[src/rtl/bus_arbiter_2m_if.sv]
// bus_arbiter_2m_if: memory bus request/response bundle with master and slave views
interface bus_arbiter_2m_if #(parameter int ADDR_W = 32, parameter int DATA_W = 32);
  logic [ADDR_W-1:0] addr;
  logic [DATA_W-1:0] wdata;
  logic [DATA_W-1:0] rdata;
  logic valid;
  logic mode;
  logic rready;
  logic wready;
  logic rvalid;
  modport master(output addr, wdata, valid, mode, rready, input wready, rvalid, rdata);
  modport slave(input addr, wdata, valid, mode, rready, output wready, rvalid, rdata);
endinterface

[src/rtl/bus_arbiter_2m.sv]
// bus_arbiter_2m: round-robin two-master to one-slave bus arbiter with transaction watchdog
module bus_arbiter_2m #(
  parameter int ADDR_W  = 32,
  parameter int DATA_W  = 32,
  parameter int TIMEOUT = 255
) (
  input  logic                   clk,
  input  logic                   rst,
  bus_arbiter_2m_if.slave        m0,
  bus_arbiter_2m_if.slave        m1,
  bus_arbiter_2m_if.master       s,
  output logic                   m0_err,
  output logic                   m1_err,
  output logic [1:0]             grant
);
  typedef enum logic [1:0] {IDLE, G0, G1, ERR} state_t;
  state_t     state;
  logic       last;
  logic [1:0] err;
  logic       sel0, sel1, done, to;
  assign sel0     = state == G0;
  assign sel1     = state == G1;
  assign s.valid  = (sel0 & m0.valid) | (sel1 & m1.valid);
  assign s.mode   = (sel0 & m0.mode) | (sel1 & m1.mode);
  assign s.rready = (sel0 & m0.rready) | (sel1 & m1.rready);
  assign s.addr   = sel0 ? m0.addr : sel1 ? m1.addr : {ADDR_W{1'b0}};
  assign s.wdata  = sel0 ? m0.wdata : sel1 ? m1.wdata : {DATA_W{1'b0}};
  assign done     = s.valid & (s.mode ? s.wready : s.rvalid & s.rready);
  assign m0.wready = sel0 & s.valid & s.mode & s.wready;
  assign m1.wready = sel1 & s.valid & s.mode & s.wready;
  assign m0.rvalid = sel0 & s.valid & ~s.mode & s.rvalid;
  assign m1.rvalid = sel1 & s.valid & ~s.mode & s.rvalid;
  assign m0.rdata  = s.rdata;
  assign m1.rdata  = s.rdata;
  assign m0_err    = err[0];
  assign m1_err    = err[1];
  // last = 1 means M1 was served most recently, so M0 wins the next tie
  always_ff @(posedge clk or posedge rst)
    if (rst) begin
      state <= IDLE;
      grant <= 2'b00;
      last  <= 1'b1;
      err   <= 2'b00;
    end else begin
      err <= 2'b00;
      case (state)
        IDLE:
          if (m0.valid && (!m1.valid || last)) begin
            state <= G0;
            grant <= 2'b01;
          end else if (m1.valid) begin
            state <= G1;
            grant <= 2'b10;
          end
        G0, G1:
          if (!s.valid || done) begin
            state <= IDLE;
            grant <= 2'b00;
            last  <= sel1;
          end else if (to) begin
            state <= ERR;
            grant <= 2'b00;
            err   <= grant;
          end
        default: begin
          state <= IDLE;
          last  <= err[1];
        end
      endcase
    end
  generate
    if (TIMEOUT > 0) begin : g_wd
      localparam int CW = $clog2(TIMEOUT + 1);
      logic [CW-1:0] cnt;
      always_ff @(posedge clk or posedge rst)
        if (rst) cnt <= '0;
        else cnt <= (sel0 | sel1) ? cnt + CW'(1) : '0;
      assign to = (cnt == CW'(TIMEOUT - 1)) && !done;
    end else begin : g_nowd
      assign to = 1'b0;
    end
  endgenerate
endmodule
[src/flat_wrapper.sv]
// flat-port wrapper written by rule: the top's interface ports become plain ports
module bus_arbiter_2m_flat 
#(
  parameter int ADDR_W  = 32,
  parameter int DATA_W  = 32,
  parameter int TIMEOUT = 255
)
  (clk, rst, m0_err, m1_err, grant, m0_addr, m0_wdata, m0_valid, m0_mode, m0_rready, m0_wready, m0_rvalid, m0_rdata, m1_addr, m1_wdata, m1_valid, m1_mode, m1_rready, m1_wready, m1_rvalid, m1_rdata, s_addr, s_wdata, s_valid, s_mode, s_rready, s_wready, s_rvalid, s_rdata);
  bus_arbiter_2m_if #(.ADDR_W(ADDR_W), .DATA_W(DATA_W)) m0_i ();
  bus_arbiter_2m_if #(.ADDR_W(ADDR_W), .DATA_W(DATA_W)) m1_i ();
  bus_arbiter_2m_if #(.ADDR_W(ADDR_W), .DATA_W(DATA_W)) s_i ();
  input  logic clk;
  input  logic rst;
  output logic m0_err;
  output logic m1_err;
  output logic [1:0] grant;
  input wire logic [$bits(m0_i.addr)-1:0] m0_addr;
  input wire logic [$bits(m0_i.wdata)-1:0] m0_wdata;
  input wire logic [$bits(m0_i.valid)-1:0] m0_valid;
  input wire logic [$bits(m0_i.mode)-1:0] m0_mode;
  input wire logic [$bits(m0_i.rready)-1:0] m0_rready;
  output wire logic [$bits(m0_i.wready)-1:0] m0_wready;
  output wire logic [$bits(m0_i.rvalid)-1:0] m0_rvalid;
  output wire logic [$bits(m0_i.rdata)-1:0] m0_rdata;
  input wire logic [$bits(m1_i.addr)-1:0] m1_addr;
  input wire logic [$bits(m1_i.wdata)-1:0] m1_wdata;
  input wire logic [$bits(m1_i.valid)-1:0] m1_valid;
  input wire logic [$bits(m1_i.mode)-1:0] m1_mode;
  input wire logic [$bits(m1_i.rready)-1:0] m1_rready;
  output wire logic [$bits(m1_i.wready)-1:0] m1_wready;
  output wire logic [$bits(m1_i.rvalid)-1:0] m1_rvalid;
  output wire logic [$bits(m1_i.rdata)-1:0] m1_rdata;
  output wire logic [$bits(s_i.addr)-1:0] s_addr;
  output wire logic [$bits(s_i.wdata)-1:0] s_wdata;
  output wire logic [$bits(s_i.valid)-1:0] s_valid;
  output wire logic [$bits(s_i.mode)-1:0] s_mode;
  output wire logic [$bits(s_i.rready)-1:0] s_rready;
  input wire logic [$bits(s_i.wready)-1:0] s_wready;
  input wire logic [$bits(s_i.rvalid)-1:0] s_rvalid;
  input wire logic [$bits(s_i.rdata)-1:0] s_rdata;
  assign m0_i.addr = m0_addr;
  assign m0_i.wdata = m0_wdata;
  assign m0_i.valid = m0_valid;
  assign m0_i.mode = m0_mode;
  assign m0_i.rready = m0_rready;
  assign m0_wready = m0_i.wready;
  assign m0_rvalid = m0_i.rvalid;
  assign m0_rdata = m0_i.rdata;
  assign m1_i.addr = m1_addr;
  assign m1_i.wdata = m1_wdata;
  assign m1_i.valid = m1_valid;
  assign m1_i.mode = m1_mode;
  assign m1_i.rready = m1_rready;
  assign m1_wready = m1_i.wready;
  assign m1_rvalid = m1_i.rvalid;
  assign m1_rdata = m1_i.rdata;
  assign s_addr = s_i.addr;
  assign s_wdata = s_i.wdata;
  assign s_valid = s_i.valid;
  assign s_mode = s_i.mode;
  assign s_rready = s_i.rready;
  assign s_i.wready = s_wready;
  assign s_i.rvalid = s_rvalid;
  assign s_i.rdata = s_rdata;
  bus_arbiter_2m #(.ADDR_W(ADDR_W), .DATA_W(DATA_W), .TIMEOUT(TIMEOUT)) u_core (.clk(clk), .rst(rst), .m0(m0_i), .m1(m1_i), .s(s_i), .m0_err(m0_err), .m1_err(m1_err), .grant(grant));
endmodule
[config.mk]
export PLATFORM = sky130hd
export DESIGN_NAME = bus_arbiter_2m_flat
export DESIGN_NICKNAME = d
export VERILOG_FILES = /design/src/rtl/bus_arbiter_2m_if.sv /design/src/rtl/bus_arbiter_2m.sv /design/src/flat_wrapper.sv
export SDC_FILE = /design/constraint.sdc
export NUM_CORES = 1
export LEC_CHECK = 0
export BUFFER_PORTS_ARGS = -buffer_cell sky130_fd_sc_hd__buf_4
export CAP_MARGIN = 20
export CORE_AREA = 8 8 115 117
export CTS_BUF_LIST = sky130_fd_sc_hd__clkbuf_8
export DETAILED_ROUTE_END_ITERATION = 12
export DIE_AREA = 0 0 123 125
export SYNTH_ARGS = -nofsm -noshare
export SYNTH_HDL_FRONTEND = slang
export SYNTH_SLANG_ARGS = --single-unit
[constraint.sdc]
create_clock -name clk -period 2.9 [get_ports clk]
set_clock_uncertainty 0.15 [all_clocks]
set_input_delay 0.435 -clock clk [delete_from_list [all_inputs] [get_ports clk]]
set_output_delay 0.435 -clock clk [all_outputs]
set_load 0.02 [all_outputs]
==> Word-level counts from Yosys, hierarchy flattened <==
Index checks and enable logic that the tools add are counted.
{ "op_classes": {"add_sub_neg": 1, "eq_ne": 6, "muxes": 19, "n_bitwise": 24, "reduce_logical": 13} }
{ "ops": {"columns": ["cell", "n"], "rows": [
  ["$mux W32", 4],
  ["$and A1 B1 Y1", 18],
  ["$mux W2", 9],
  ["$add A8 B1 Y8 const B", 1],
  ["$eq A8 B8 Y1 const B", 1],
  ["$mux W8", 1],
  ["$pmux W2 S2", 2],
  ["$or A1 B1 Y1", 4],
  ["$reduce_and A2 Y1", 2],
  ["$logic_not A1 Y1", 3],
  ["$ne A3 B1 Y1 const B", 1],
  ["$ne A3 B2 Y1 const B", 1],
  ["$reduce_and A3 Y1", 1],
  ["$eq A2 B1 Y1 const B", 1],
  ["$eq A2 B2 Y1 const B", 1],
  ["$logic_and A1 B1 Y1", 2],
  ["$logic_not A2 Y1", 1],
  ["$logic_or A1 B1 Y1", 2],
  ["$mux W1", 2],
  ["$ne A2 B1 Y1 const B", 1],
  ["$not A1 Y1", 2],
  ["$pmux W1 S2", 1],
  ["$reduce_bool A2 Y1", 1],
  ["$reduce_or A2 Y1", 1]
]} }
{ "totals": {"reg_bits": 15, "input_bits": 170, "output_inout_bits": 139, "wordCells": 68} }

==> Logic depth before layout (Yosys ltp) <==
Gate-level depths: netlist (run 1).
{ "logic_depth": {"ltp_word": 11, "mapped_depth": 6} }

==> Worst setup path before layout (run 1) <==
OpenSTA, ideal clock, no wires.
{ "synth_timing": {"path_type": "register to output", "start": "reg u_core.state[1]", "end": "out m0_rvalid", "t_arrival_ps": 1658, "t_required_ps": 2315, "setup_slack_ps": 657, "path_stages_with_launch": 7, "n_path_buf": 2, "cell_sequence": "dfrtp_1 > inv_1 > ha_1 > clkbuf_1 > clkbuf_1 > nand2_1 > nor2_1"} }
{ "synth_between": {"elab_chain_len": 6} }
{ "synth_rtl": {"columns": ["element", "line_no", "text"], "rows": [
  ["start: declaration", "bus_arbiter_2m.sv:17", "state_t state;"],
  ["start signal: assignment", "bus_arbiter_2m.sv:40", "state <= IDLE;"],
  ["start signal: assignment", "bus_arbiter_2m.sv:49", "state <= G0;"],
  ["start signal: assignment", "bus_arbiter_2m.sv:52", "state <= G1;"],
  ["$eq A2 B1 Y1 or $eq A2 B2 Y1 (tied branches)", "bus_arbiter_2m.sv:21, bus_arbiter_2m.sv:22", null],
  ["$and A1 B1 Y1 (on tied branches)", "bus_arbiter_2m.sv:23, bus_arbiter_2m.sv:24", null],
  ["$or A1 B1 Y1 (on tied branches)", "bus_arbiter_2m.sv:23, bus_arbiter_2m.sv:24", null],
  ["$and A1 B1 Y1 or $not A1 Y1 (tied branches)", "bus_arbiter_2m.sv:31", "assign m0.rvalid = sel0 & s.valid & ~s.mode & s.rvalid;"],
  ["$and A1 B1 Y1 * (2 in a row)", "bus_arbiter_2m.sv:31", null],
  ["end: declaration", "flat_wrapper.sv:23", "output wire logic [$bits(m0_i.rvalid)-1:0] m0_rvalid;"]
]} }
Every way passes the cells marked *; elsewhere a longest branch is shown, timed or not.

==> Worst setup path in the final report (run 1) <==
{ "layout_timing": {"start": "reg u_core.state[0]", "end": "out s_wdata[22]"} }
{ "layout_between": {"elab_chain_len": 3} }
{ "layout_rtl": {"columns": ["element", "line_no", "text"], "rows": [
  ["$eq A2 B2 Y1", "bus_arbiter_2m.sv:22", "assign sel1 = state == G1;"],
  ["$mux W32", "bus_arbiter_2m.sv:27", "assign s.wdata = sel0 ? m0.wdata : sel1 ? m1.wdata : {DATA_W{1'b0}};"],
  ["$mux W32 *", "bus_arbiter_2m.sv:27", null],
  ["end: declaration", "flat_wrapper.sv:34", "output wire logic [$bits(s_i.wdata)-1:0] s_wdata;"]
]} }
Marks and branches as above.

==> flow_summary.json, run 1 <==
{
  "outcome": "finished, final reports clean",
  "arrival_ns": 2.00,
  "antenna_found_initial": 0,
  "drc": 0,
  "cp_common_cell": "buf_4",
  "drv_cap": 0,
  "dpl.hpwl_um": 9440,
  "ios": 309,
  "ir_worst_vdd_mv": 0.397,
  "yosys.area.top_type_share_pct": 29.2,
  "insertion_delay_ns": 0.26,
  "ctsHoldBuffers": 0,
  "crit_path_end_kind": "output port",
  "viasPerCell": 4.52,
  "syn_area_per_cell_um2": 8.56,
  "tns_ns": 0,
  "cts-root-buf": "clkbuf_8",
  "grt_max_degree": 36,
  "critical_path_class": "register to output port",
  "area_growth_pct": 66.7,
  "netlist_instances": 231,
  "worst_path_largest_cell_delay_ns": 0.42,
  "min_path_type": "input port to async pin",
  "yosysUniqueCellTypes": 32,
  "rows": 40,
  "cts_max_level": 1,
  "maxSlewViolCount": 0,
  "period_share_pct": 89.1,
  "tightestPinTransition_ns": 0.546,
  "first_pass_iters": 4,
  "instances_no_fill": 519,
  "antenna_cells": 0,
  "p_comb_share_pct": 82.9,
  "utilization_pct": 28.4,
  "final_cell_area_um2": 3300,
  "drt-total-wl_um": 11100,
  "crit_chain": "inv_1, ha_1, nor2b_4, buf_4, a22o_1, buf_4",
  "synth_fp_nets": 407,
  "place.port_buffers": 212,
  "cts-buffers-inserted": 3,
  "cts-resized-gates": 0,
  "yosysWarnings": 0,
  "final-hold-violation-count": 0,
  "dp_cells": 515,
  "tritoncts": "built",
  "power_frac_clock_pct": 6.2,
  "sequentialPowerShare_pct": 10.9,
  "coreArea_um2": 11600,
  "switching_power_mw": 1.44,
  "gp_congestion": 0.858,
  "p_int_mw": 1.39,
  "max_freq_ghz": 0.387,
  "grt_usage_pct": 13.0,
  "grt_pass1_vias": 2398,
  "placed_cell_area_um2": 3250,
  "ant_nets": 0,
  "synth.yosys.seq_area_share_pct": 19.1,
  "powerDensity_nw_per_um2": 858,
  "ys_ff_latch": 15,
  "cts_sinks": 15,
  "pre_cts_ws_ns": 0.600,
  "postCtsSetupRepairBufs": 0,
  "p_leak_nw": 1.78,
  "cpMaxStageDelayCell": "dfrtp_1",
  "vias": 2344,
  "fin_nets": 549,
  "dieArea_um2": 15400,
  "grt_setup_unrepaired": "no",
  "final_cell_mix": "buf_4, a22o_1, dfrtp_1, inv_1, and2_1",
  "synth_area_um2": 1980,
  "yosysTopAreaCell": "a22o_1",
  "wl_per_cell_um": 21.4,
  "overflow": 0,
  "cp-start-kind": "register",
  "drive_gt1_share_pct": 60.8,
  "setup_ws_ns": 0.317,
  "crit_fanout": 35,
  "max-clock-path-buffers": 2,
  "fill_cells": 1252,
  "cp.required_ns": 2.32,
  "path_clk_slew_ns": 0.06,
  "die_w_um": 123,
  "period_minus_slack_ns": 2.58,
  "reg2reg_depth": 6,
  "grt_pass1_wl_um": 15500,
  "setup_viol": 0,
  "start_util_pct": 17.0,
  "synthTopCellsByArea": "a22o_1, buf_4, dfrtp_1, ha_1, and2_1",
  "mostFrequentLayoutCell": "buf_4",
  "slew_headroom_pct": 63.5,
  "dieHeight_um": 125,
  "drtIter0Drc": 91,
  "swShare_pct": 50.8
}
## layout make-up
type	count	area, um^2	share of cell area (%)
clock inverters	1	5.00	0.152
inverters	10	37.5	1.14
repair buffers	216	1620	49.2
well taps	147	184	5.58
multi-input cells	127	1030	31.2
flip-flops and latches	15	377	11.4
clock buffers	3	41.3	1.25
## sequential cells by signal, summed over array words and instances, names as in the netlist
signal / cells
u_core.state: 2
u_core.grant: 2
u_core.last: 1
u_core.err: 2
u_core.g_wd.cnt: 8
## path summary, 6_finish.rpt
check / startpoint / end / slack, ns
max in group asynchronous: rst / u_core.last / 2.16
setup reg to reg: u_core.state[0] / u_core.state[0] / 0.75
min in group clk: u_core.g_wd.cnt[0] / u_core.g_wd.cnt[0] / 0.38
setup / recovery: u_core.state[0] / s_wdata[22] / 0.32
hold / removal: rst / u_core.grant[0] / 0.07
hold reg to reg: u_core.g_wd.cnt[0] / u_core.g_wd.cnt[0] / 0.38
## cells in the mapped netlist
master     count
a311oi_1       1
a22oi_2        1
and4_1         1
mux2_2         2
nand2_1        5
o211a_1        1
and2_1         8
inv_1         10
nor2_1         7
a2111oi_0      1
xnor2_1        5
a22o_1        66
xor2_1         1
dfstp_2        1
nor3_1         1
o32ai_1        2
nand4_1        2
nand3b_1       1
buf_2          5
nor2b_1        3
ha_1           6
a31o_1         1
buf_4         64
o21ai_0        1
a21oi_1        2
and3b_1        1
a21boi_0       1
nand3_1        4
clkbuf_1      10
a221o_1        2
dfrtp_1       14
and3_1         1
## routing by layer
layer	vias up	part of all wire [%]	track usage, %
met1	1083	34	13.8
li1	1066	-	-
met2	180	52	23.4
met4	2	1.4	2.83
met5	-	0.40	2.42
met3	13	13	4.64
## power groups by stage
stage                     Clock (mW)  Combinational, mW  Sequential, mW
after floorplan                    0               1.46           0.316
after global placement             0               2.33           0.311
after detailed placement           0               2.35           0.314
after CTS                      0.181               2.37           0.310
after global routing           0.187               2.48           0.321
final                          0.176               2.34           0.309
## critical path: cells and delay by family (launching register included)
family / cells / cell delay, ns
adders and majority gates: 1 / 0.28
buffers and inverters: 3 / 0.59
DFF: 1 / 0.42
AOI/OAI and AO/OA: 1 / 0.23
and+or+nand+nor: 1 / 0.19
## kinds of logic (layout without fill, tap and decap cells)
group / Yosys count / in the layout / synth area share [%]
AND/OR/NAND/NOR: 34 / 34 / 9.24
XOR/XNOR: 6 / 6 / 2.66
buffers and inverters: 89 / 230 / 29.4
AO/OA/AOI/OAI: 79 / 79 / 34.7
adder cells (fa/ha/maj): 6 / 6 / 3.80
flip-flops: 15 / 15 / 19.1
multiplexers: 2 / 2 / 1.14
## through the flow
step	power, mW	hold WS [ns]
2_1_floorplan	1.77	0.186
3_3_place_gp	2.64	0.372
3_5_place_dp	2.67	0.373
4_1_cts	2.86	0.0950
5_1_grt	2.99	0.133
6_report	2.83	0.0725
Power figures use the tool's default switching activity.
==> run 2: changes to the inputs <==
Clock period 2.9 ns to 3.3 ns, I/O delays scaled along.
==> flow_summary.json, run 2 (synthesis results as in run 1) <==
{
  "path_clk_slew_ns": 0.06,
  "drt-total-wl_um": 11100,
  "drc": 0,
  "crit_path_end_kind": "output port",
  "powerDensity_nw_per_um2": 758,
  "cp-start-kind": "register",
  "cts_max_level": 1,
  "grt_setup_unrepaired": "no",
  "dieArea_um2": 15400,
  "die_w_um": 123,
  "setup_viol": 0,
  "whs_ns": 0.145,
  "swShare_pct": 50.8,
  "outcome": "finished, final reports clean",
  "viasPerCell": 4.52,
  "tritoncts": "built",
  "crit_family": "simple AND/OR/NAND/NOR gates",
  "dieHeight_um": 125,
  "cts_sinks": 15,
  "seq_area_um2": 377,
  "max-clock-path-buffers": 2,
  "cts-resized-gates": 0,
  "rows": 40,
  "critical_path_class": "register to output port",
  "dp_cells": 514,
  "reg2reg_depth": 7,
  "slew_headroom_pct": 50.7,
  "period_minus_slack_ns": 3.01,
  "tns_ns": 0,
  "fill_cells": 1261,
  "switching_power_mw": 1.27,
  "coreArea_um2": 11600,
  "worst_path_largest_cell_delay_ns": 0.67,
  "fin_nets": 548,
  "ios": 309,
  "sequentialPowerShare_pct": 10.9,
  "multi_input_area_um2": 1030,
  "cp.required_ns": 2.65,
  "grt_max_degree": 40,
  "placed_cell_area_um2": 3250,
  "place.port_buffers": 212,
  "cts-root-buf": "clkbuf_8",
  "utilization_pct": 28.4,
  "crit_chain": "inv_1, ha_1, nor2b_4, buf_12, a22o_1, buf_4",
  "maxSlewViolCount": 0,
  "drv_cap": 0,
  "gp_congestion": 0.884,
  "total_power_mw": 2.50,
  "regMostFlops": "u_core.g_wd.cnt",
  "final_cell_mix": "buf_4, a22o_1, dfrtp_1, inv_1, and2_1",
  "drive_gt1_share_pct": 60.6,
  "grt_pass1_wl_um": 15200,
  "antenna_cells": 0,
  "mostFrequentLayoutCell": "buf_4",
  "ir_worst_vdd_mv": 0.341,
  "period_share_pct": 91.2,
  "ctsHoldBuffers": 0,
  "cts-buffers-inserted": 3,
  "regToRegStartpoint": "u_core.state[1]",
  "worst-path-buf-inv": 3,
  "area_growth_pct": 67.0,
  "final-hold-violation-count": 0,
  "arrival_ns": 2.36,
  "setup_ws_ns": 0.291,
  "grt_pass1_vias": 2377,
  "antenna_found_initial": 0,
  "ant_nets": 0,
  "p_leak_nw": 1.77,
  "crit_start": "u_core.state[0]",
  "max_freq_ghz": 0.332,
  "power_frac_clock_pct": 6.1,
  "grt_usage_pct": 12.7,
  "pre_cts_ws_ns": 0.582,
  "p_int_mw": 1.23,
  "instances_no_fill": 518,
  "wl_per_cell_um": 21.5,
  "final_cell_area_um2": 3300,
  "crit_cells": 6,
  "vias": 2343,
  "crit_fanout": 35,
  "first_pass_iters": 4,
  "largest_register_ffs": 8,
  "min_path_type": "input port to async pin",
  "p_comb_share_pct": 83.0,
  "cpMaxStageDelayCell": "nor2b_4",
  "start_util_pct": 17.0,
  "drtIter0Drc": 123,
  "tightestPinTransition_ns": 0.738,
  "overflow": 0,
  "dpl.hpwl_um": 9390,
  "postCtsSetupRepairBufs": 0,
  "insertion_delay_ns": 0.25
}
## run 2: worst paths after layout
kind,end,slack [ns]
setup / recovery,s_wdata[22],0.29
hold / removal,u_core.err[0],0.15
setup reg to reg,u_core.state[0],0.81
hold reg to reg,u_core.g_wd.cnt[0],0.39
max in group asynchronous,u_core.last,2.48
min in group clk,u_core.g_wd.cnt[0],0.39
## run 2: layout make-up
cell class / instances / area share [%]
Timing Repair Buffer: 215 / 49.3
Clock buffer: 3 / 1.25
Multi-Input combinational cell: 127 / 31.2
Tap cell: 147 / 5.57
Clock inverter: 1 / 0.152
Sequential cell: 15 / 11.4
Inverter: 10 / 1.14
## run 2: layer usage
| metal | up-vias | GRT usage, % | routed length, um |
|---|---|---|---|
| met5 | - | 2.42 | 46 |
| met4 | 2 | 2.41 | 110 |
| met3 | 12 | 4.46 | 1410 |
| met2 | 172 | 22.6 | 5630 |
| met1 | 1093 | 14.1 | 3950 |
| li1 | 1064 | - | - |
## run 2: power groups by stage
| stage | registers [mW] | logic [mW] | clock network (mW) |
|---|---|---|---|
| CTS | 0.273 | 2.08 | 0.158 |
| global placement | 0.272 | 2.05 | 0 |
| floorplan | 0.278 | 1.28 | 0 |
| global route | 0.281 | 2.18 | 0.166 |
| finish | 0.273 | 2.08 | 0.153 |
| detailed placement | 0.276 | 2.07 | 0 |
==> run 3: changes to the inputs <==
==> constraint.sdc (replaced) <==
create_clock -name clk -period 3.3 [get_ports clk]
set_clock_uncertainty 0.15 [all_clocks]
set_input_delay 0.165 -clock clk [delete_from_list [all_inputs] [get_ports clk]]
set_output_delay 0.165 -clock clk [all_outputs]
set_load 0.02 [all_outputs]
==> flow_summary.json, run 3 (synthesis results as in run 1) <==
{
  "outcome": "finished, final reports clean",
  "first_pass_iters": 4,
  "drc": 0,
  "antenna_cells": 0,
  "rows": 40,
  "overflow": 0,
  "start_util_pct": 17.0,
  "cts_max_level": 1,
  "final_cell_area_um2": 3300,
  "dieHeight_um": 125,
  "mostFrequentLayoutCell": "buf_4",
  "powerDensity_nw_per_um2": 748,
  "vias": 2369,
  "cts-buffers-inserted": 3,
  "cts-resized-gates": 0,
  "grt_pass1_vias": 2328,
  "maxSlewViolCount": 0,
  "grt_pass1_wl_um": 15100,
  "dpl.hpwl_um": 9260,
  "cpMaxStageDelayCell": "buf_4",
  "placed_cell_area_um2": 3240,
  "drtIter0Drc": 188,
  "dieArea_um2": 15400,
  "drive_gt1_share_pct": 60.2,
  "slew_headroom_pct": 55.9,
  "period_share_pct": 75.9,
  "arrival_ns": 2.19,
  "cp.required_ns": 2.98,
  "crit_fanout": 64,
  "coreArea_um2": 11600,
  "setup_viol": 0,
  "instances_no_fill": 519,
  "ios": 309,
  "max_freq_ghz": 0.399,
  "final_cell_mix": "buf_4, a22o_1, dfrtp_1, inv_1, and2_1",
  "tightestPinTransition_ns": 0.661,
  "total_power_mw": 2.47,
  "grtUsageMet2_pct": 21.6,
  "grt_most_used_layer": "met2",
  "cts_sinks": 15,
  "path_clk_slew_ns": 0.06,
  "reg2reg_slack_ns": 1.12,
  "fill_cells": 1246,
  "tns_ns": 0,
  "gp_congestion": 0.839,
  "cp-start-kind": "register",
  "p_leak_nw": 1.78,
  "tritoncts": "built",
  "area_growth_pct": 66.8,
  "dp_cells": 514,
  "min_path_type": "input port to register",
  "wl_per_cell_um": 21.1,
  "crit_path_end_kind": "output port",
  "max-clock-path-buffers": 2,
  "ant_nets": 0,
  "cts-root-buf": "clkbuf_8",
  "grt_max_degree": 65,
  "cp_common_cell": "buf_4",
  "crit_chain": "inv_1, ha_1, nor2b_4, buf_4, a22o_1, buf_4",
  "use_met3_pct": 4.59,
  "antenna_found_initial": 0,
  "period_minus_slack_ns": 2.51,
  "grt_setup_unrepaired": "no",
  "place.port_buffers": 212,
  "regMostFlops": "u_core.g_wd.cnt",
  "fin_nets": 549,
  "largest_register_ffs": 8,
  "insertion_delay_ns": 0.24,
  "viasPerCell": 4.56,
  "die_w_um": 123,
  "final-hold-violation-count": 0,
  "drv_cap": 0,
  "grtUsageMet1_pct": 14.3,
  "grt_usage_pct": 12.6,
  "drt-total-wl_um": 11000,
  "critical_path_class": "register to output port",
  "ir_worst_vdd_mv": 0.305,
  "worst_path_largest_cell_delay_ns": 0.51
}
## run 3: area by class of cell
| class | count | area (um^2) | area share, % |
|---|---|---|---|
| timing repair buffer | 216 | 1620 | 49.3 |
| sequential | 15 | 377 | 11.4 |
| multi-input combinational | 127 | 1030 | 31.2 |
| clock inverter | 1 | 3.75 | 0.114 |
| inverter | 10 | 37.5 | 1.14 |
| clock buffer | 3 | 41.3 | 1.25 |
| tap | 147 | 184 | 5.58 |
## run 3: where the power goes
group,switching (mW),internal (mW)
Clock,0.0625,0.0823
Sequential,0.0403,0.228
Combinational,1.15,0.903
## run 3: per-layer routing
metal	vias to the layer above	wire, um
li1	1067	-
met1	1096	3960
met2	189	5400
met3	15	1390
met4	2	178
met5	-	45
## run 3: timing repair
item / 4_1_cts / 5_1_grt
hold buffers: 1 / 0
hold endpoints to repair: 14 / 0
buffers inserted: 0 / 0
## run 3: final timing paths
kind                                  from         endpoint  depth (start not counted)
setup / recovery           u_core.state[0]       s_addr[21]                          6
hold / removal                    m0_valid  u_core.grant[0]                          3
setup reg to reg           u_core.state[0]  u_core.state[0]                          6
hold reg to reg            u_core.grant[0]    u_core.err[0]                          1
max in group asynchronous              rst      u_core.last                          3
min in group asynchronous              rst  u_core.grant[0]                          3
## run 3: metrics by stage
step / utilization [%] / setup WS (ns) / hold WS, ns
CTS: 28.4 / 0.776 / 0.134
finish: 28.4 / 0.794 / 0.134
global route: 28.4 / 0.629 / 0.171
floorplan: - / 1.29 / -0.0842
global placement: 27.9 / 1.12 / 0.0931
detailed placement: 27.9 / 1.05 / 0.107
## run 3: worst max-delay path, delay by kind of cell (launching register included)
| kind | cells | cell delay (ns) |
|---|---|---|
| adders and majority gates | 1 | 0.28 |
| and+or+nand+nor | 1 | 0.18 |
| AOI/OAI and AO/OA | 1 | 0.25 |
| DFF | 1 | 0.41 |
| buffers and inverters | 3 | 0.76 |
